`src/rtl/sha1_w_schedule.sv`:
```
// SHA-1 message-schedule generator.
// Loads one 512-bit block as 16 sequential words into a 16-deep shift window,
// then streams W0..W79 from the oldest window slot while feeding
// rotl1(r13^r8^r2^r0) into the newest slot. Each output word carries its round index.
module sha1_w_schedule #(
  parameter int WORD_W = 32,
  parameter int ROUNDS = 80
) (
  input  logic              clk,
  input  logic              rst_n,
  input  logic              clear,
  input  logic              in_valid,
  output logic              in_ready,
  input  logic [WORD_W-1:0] in_word,
  output logic              w_valid,
  input  logic              w_ready,
  output logic [WORD_W-1:0] w_data,
  output logic [6:0]        w_index,
  output logic              w_last,
  output logic              busy
);

  localparam logic [6:0] LAST_IDX = 7'(ROUNDS - 1);

  typedef enum logic {
    S_LOAD,
    S_EMIT
  } state_t;

  state_t            state_q, state_d;
  logic [3:0]        load_cnt_q, load_cnt_d;
  logic [6:0]        idx_q, idx_d;
  logic [WORD_W-1:0] r_q    [16];
  logic [WORD_W-1:0] r_next [16];
  logic              shift_en;
  logic [WORD_W-1:0] shift_in;
  logic [WORD_W-1:0] mix;
  logic [WORD_W-1:0] feedback;

  // Recurrence term: W[t+16] = rotl1(W[t+13] ^ W[t+8] ^ W[t+2] ^ W[t]).
  assign mix      = r_q[13] ^ r_q[8] ^ r_q[2] ^ r_q[0];
  assign feedback = {mix[WORD_W-2:0], mix[WORD_W-1]};

  // Next-state logic: load handshakes, emit handshakes, clear overrides both.
  always_comb begin
    state_d    = state_q;
    load_cnt_d = load_cnt_q;
    idx_d      = idx_q;
    shift_en   = 1'b0;
    shift_in   = in_word;
    if (clear) begin
      state_d    = S_LOAD;
      load_cnt_d = 4'd0;
      idx_d      = 7'd0;
    end else begin
      case (state_q)
        S_LOAD: begin
          if (in_valid) begin
            shift_en = 1'b1;
            shift_in = in_word;
            if (load_cnt_q == 4'd15) begin
              state_d    = S_EMIT;
              load_cnt_d = 4'd0;
              idx_d      = 7'd0;
            end else begin
              load_cnt_d = load_cnt_q + 4'd1;
            end
          end
        end
        S_EMIT: begin
          if (w_ready) begin
            shift_en = 1'b1;
            shift_in = feedback;
            if (idx_q == LAST_IDX) begin
              // Words computed past the final round are left in the window
              // and simply shifted out by the next block's 16 loads.
              state_d = S_LOAD;
              idx_d   = 7'd0;
            end else begin
              idx_d = idx_q + 7'd1;
            end
          end
        end
        default: state_d = S_LOAD;
      endcase
    end
  end

  // Control registers: state, load counter and round index.
  always_ff @(posedge clk or negedge rst_n) begin
    if (!rst_n) begin
      state_q    <= S_LOAD;
      load_cnt_q <= 4'd0;
      idx_q      <= 7'd0;
    end else begin
      state_q    <= state_d;
      load_cnt_q <= load_cnt_d;
      idx_q      <= idx_d;
    end
  end

  // Window: each slot takes its younger neighbour; the newest slot takes shift_in.
  for (genvar gi = 0; gi < 16; gi++) begin : g_window
    if (gi < 15) begin : g_mid
      assign r_next[gi] = r_q[gi+1];
    end else begin : g_top
      assign r_next[gi] = shift_in;
    end

    // Window slot register; cleared on reset or abort, shifts on any handshake.
    always_ff @(posedge clk or negedge rst_n) begin
      if (!rst_n) begin
        r_q[gi] <= '0;
      end else if (clear) begin
        r_q[gi] <= '0;
      end else if (shift_en) begin
        r_q[gi] <= r_next[gi];
      end
    end
  end

  assign in_ready = (state_q == S_LOAD);
  assign w_valid  = (state_q == S_EMIT);
  assign w_data   = r_q[0];
  assign w_index  = idx_q;
  assign w_last   = w_valid && (idx_q == LAST_IDX);
  assign busy     = !((state_q == S_LOAD) && (load_cnt_q == 4'd0));

endmodule

```
`config.mk`:
```
export PLATFORM = sky130hd
export DESIGN_NAME = sha1_w_schedule
export DESIGN_NICKNAME = d
export VERILOG_FILES = /design/src/rtl/sha1_w_schedule.sv
export SDC_FILE = /design/constraint.sdc
export NUM_CORES = 1
export LEC_CHECK = 0
export BUFFER_PORTS_ARGS = -buffer_cell sky130_fd_sc_hd__buf_2
export CAP_MARGIN = 10
export CORE_ASPECT_RATIO = 0.9
export CORE_MARGIN = 5
export CORE_UTILIZATION = 40
export DETAILED_ROUTE_END_ITERATION = 8
export SYNTH_ARGS = -nofsm -noshare
export SYNTH_HDL_FRONTEND = slang
export SYNTH_SLANG_ARGS = --single-unit
```
`constraint.sdc`:
```
create_clock -name clk -period 1.8 [get_ports clk]
set_input_delay 0.45 -clock clk [delete_from_list [all_inputs] [get_ports clk]]
set_output_delay 0.45 -clock clk [all_outputs]
set_load 0.02 [all_outputs]
```
==> run summary <==
HP Class: in2reg
violated checks: setup timing
minimum clock period: 2.24 ns
status: finished with violations
Least-Margin Pin Slew: 0.414 ns
Worst-path clk slew: 0.06 ns
Netlist cell types: 34
Arr. time, crit path: 1.79 ns
placed insts: 3172
share of total power in the clock network: 0.448
Finished Layout Cells: 3318
YS warnings: 0
Syn Area/Cell: 9.46 um^2
number of synthesized register bits: 524
Final Util: 0.485
total gr overflow: 0
die height: 237 um
CP Launch Type: flip-flop
largest net degree at the start of global routing: 108
Port Buffer Count: 79
leak pwr: 12.0 nW
CTS Buffer Depth: 3
gr usage total: 0.149
CTS root buf: clkbuf_16
post-route ant nets: 0
vias in the first global route: 15.1k
max-cap violations: 0
Row Count: 83
Post-DP HPWL: 29800 um
Die ar.: 62400 um^2
peak supply drop: 0.818 mV
CP endpoint kind: primary output
Syn Inst Count: 2429
pre-CTS setup slack: -0.112 ns
crit path max fanout: 2
P_int: 19.2 mW
drt initial violations: 1214
RD Place Congestion: 0.746
Initial Util: 0.403
Filler cells: 5211
number of synthesized flops with an enable pin: 0
Async SR Flop Fraction: 1.00
post-synthesis cell area: 23000 um^2
CTS sink count: 524
register share of total power: 0.483
most frequent cells in the layout: dfrtp_1 (514), nand2_1 (507), nand2b_1 (485), o21ai_0 (356), o21ai_1 (119)
TritonCTS clock tree: built
die width: 263 um
RSZ-0062 raised after global routing: yes
final setup fails: 12
Overall Power: 25.1 mW
relative slew slack: 0.722
switching share of total power: 0.235
share of layout cells above drive strength 1: 0.139
power density cells: 906 nW/um^2
Ports: 80
Slew Limit Fails: 0
final period utilization: 1.25
via count: 16.1k
Detailed Route WL: 50700 um
Nets: 2551
post-synthesis net count: 2469
register area share after synthesis: 0.570
core footprint: 57000 um^2
Sw Pwr: 5.88 mW
most common cell after layout, fill and taps aside: dfrtp_1
# diodes: 0
Logic pwr share: 0.070
clock skew: 0.0550 ns
initial antenna violation count: 1
clock latency on the worst-skew pair: 0.62 ns
synth-to-layout area growth: 20.3%
Fin. Hold Viols: 0
Remaining DRCs: 0
fmax: 0.445 GHz
Vias/cell: 4.84
ys flop type: dfrtp_1
required time of the critical path: 1.35 ns
setup ws final: -0.445 ns
TritonRoute pass-1 iters: 5
setup TNS: -0.846 ns
first-pass GRT wire length: 79400 um
Inserted Clock Buffers: 54
H-tree depth: 2
wire per inst: 15.3 um
critical path type: reg2out
==> logic make-up after synthesis <==
| family | count (synthesis) | share of synthesized area |
|---|---|---|
| AND/OR/NAND/NOR | 1088 | 0.233 |
| AO/OA/AOI/OAI | 533 | 0.123 |
| flip-flops | 524 | 0.570 |
| buffers and inverters | 183 | 0.0353 |
| XOR/XNOR | 98 | 0.0373 |
| adder cells (fa/ha/maj) | 3 | 0.00163 |
==> critical path, cell delays in order (launching register included) <==
cell,delay (ns)
dfrtp_1,0.39
inv_2,0.07
ha_1,0.12
or4b_4,0.45
buf_6,0.15
==> layer usage <==
layer	track usage	routed length [um]
met3	0.0217	1530
met4	0.0368	948
met2	0.224	22600
met5	0	0
met1	0.229	25600
==> power by group through the flow <==
| stage | Combinational [mW] | Clock, mW | Sequential, mW |
|---|---|---|---|
| 6_report | 1.75 | 11.2 | 12.1 |
| 3_5_place_dp | 1.43 | 0 | 12.3 |
| 5_1_grt | 1.93 | 12.0 | 12.1 |
| 2_1_floorplan | 0.817 | 0 | 12.3 |
| 3_3_place_gp | 1.40 | 0 | 12.3 |
| 4_1_cts | 1.45 | 11.5 | 12.1 |
==> sequential cells by signal, summed over array words and instances, names as in the netlist <==
| signal | count |
|---|---|
| w_data | 32 |
| w_valid | 1 |
| r_next | 480 |
| load_cnt_q | 4 |
| w_index | 7 |
==> area by class of cell <==
class                   count  area, um^2  area share
clock buffers              83        1610      0.0582
clock inverters            15         180     0.00652
inverters                   4        17.5    0.000634
multi-input cells        1722        9440       0.341
flip-flops and latches    524       13100       0.475
well taps                 765         957      0.0346
repair buffers            205        2320      0.0838
==> what timing repair did <==
| item | CTS | global route |
|---|---|---|
| endpoints found under the hold margin | 15 | 0 |
| pin swaps | 3 | 12 |
| buffers inserted | 6 | 19 |
| resized for setup | 18 | 143 |
| cloned | 0 | 23 |
| setup endpoints to repair | 10 | 182 |
| hold buffers | 1 | 0 |
==> synthesized netlist by cell type (2+ instances only) <==
master,n,share of area
nor2_1,71,0.012
xnor2_1,65,0.025
nor3b_1,2,0.00065
buf_4,10,0.0033
a21oi_1,3,0.00065
o41ai_1,32,0.012
buf_1,8,0.0013
dfrtp_1,524,0.57
o21ai_0,384,0.084
xor2_1,33,0.013
a31oi_1,7,0.0019
ha_1,3,0.0016
buf_2,51,0.011
inv_1,4,0.00065
buf_6,3,0.0015
and3_1,5,0.0014
clkbuf_1,107,0.017
nand2_1,518,0.085
o21ai_1,100,0.022
nand2b_1,485,0.13
==> path summary, 6_finish.rpt <==
check	slack [ns]	startpoint	end	depth (start not counted)
max reg2reg	-0.03	w_valid	r_next[143]	9
min in group asynchronous	0.33	rst_n	r_next[287]	2
min	0.13	in_word[5]	r_next[37]	3
min reg2reg	0.48	r_next[347]	r_next[379]	2
max in group asynchronous	0.68	rst_n	r_next[76]	3
max	-0.44	load_cnt_q[1]	busy	4
==> metrics by stage <==
stage	area, um^2	hold WS, ns
floorplan	23000	0.154
global placement	24500	0.377
detailed placement	24500	0.378
CTS	26400	0.0906
global route	27600	0.114
finish	27600	0.135
Note: power is estimated with default switching activity, not from simulation.
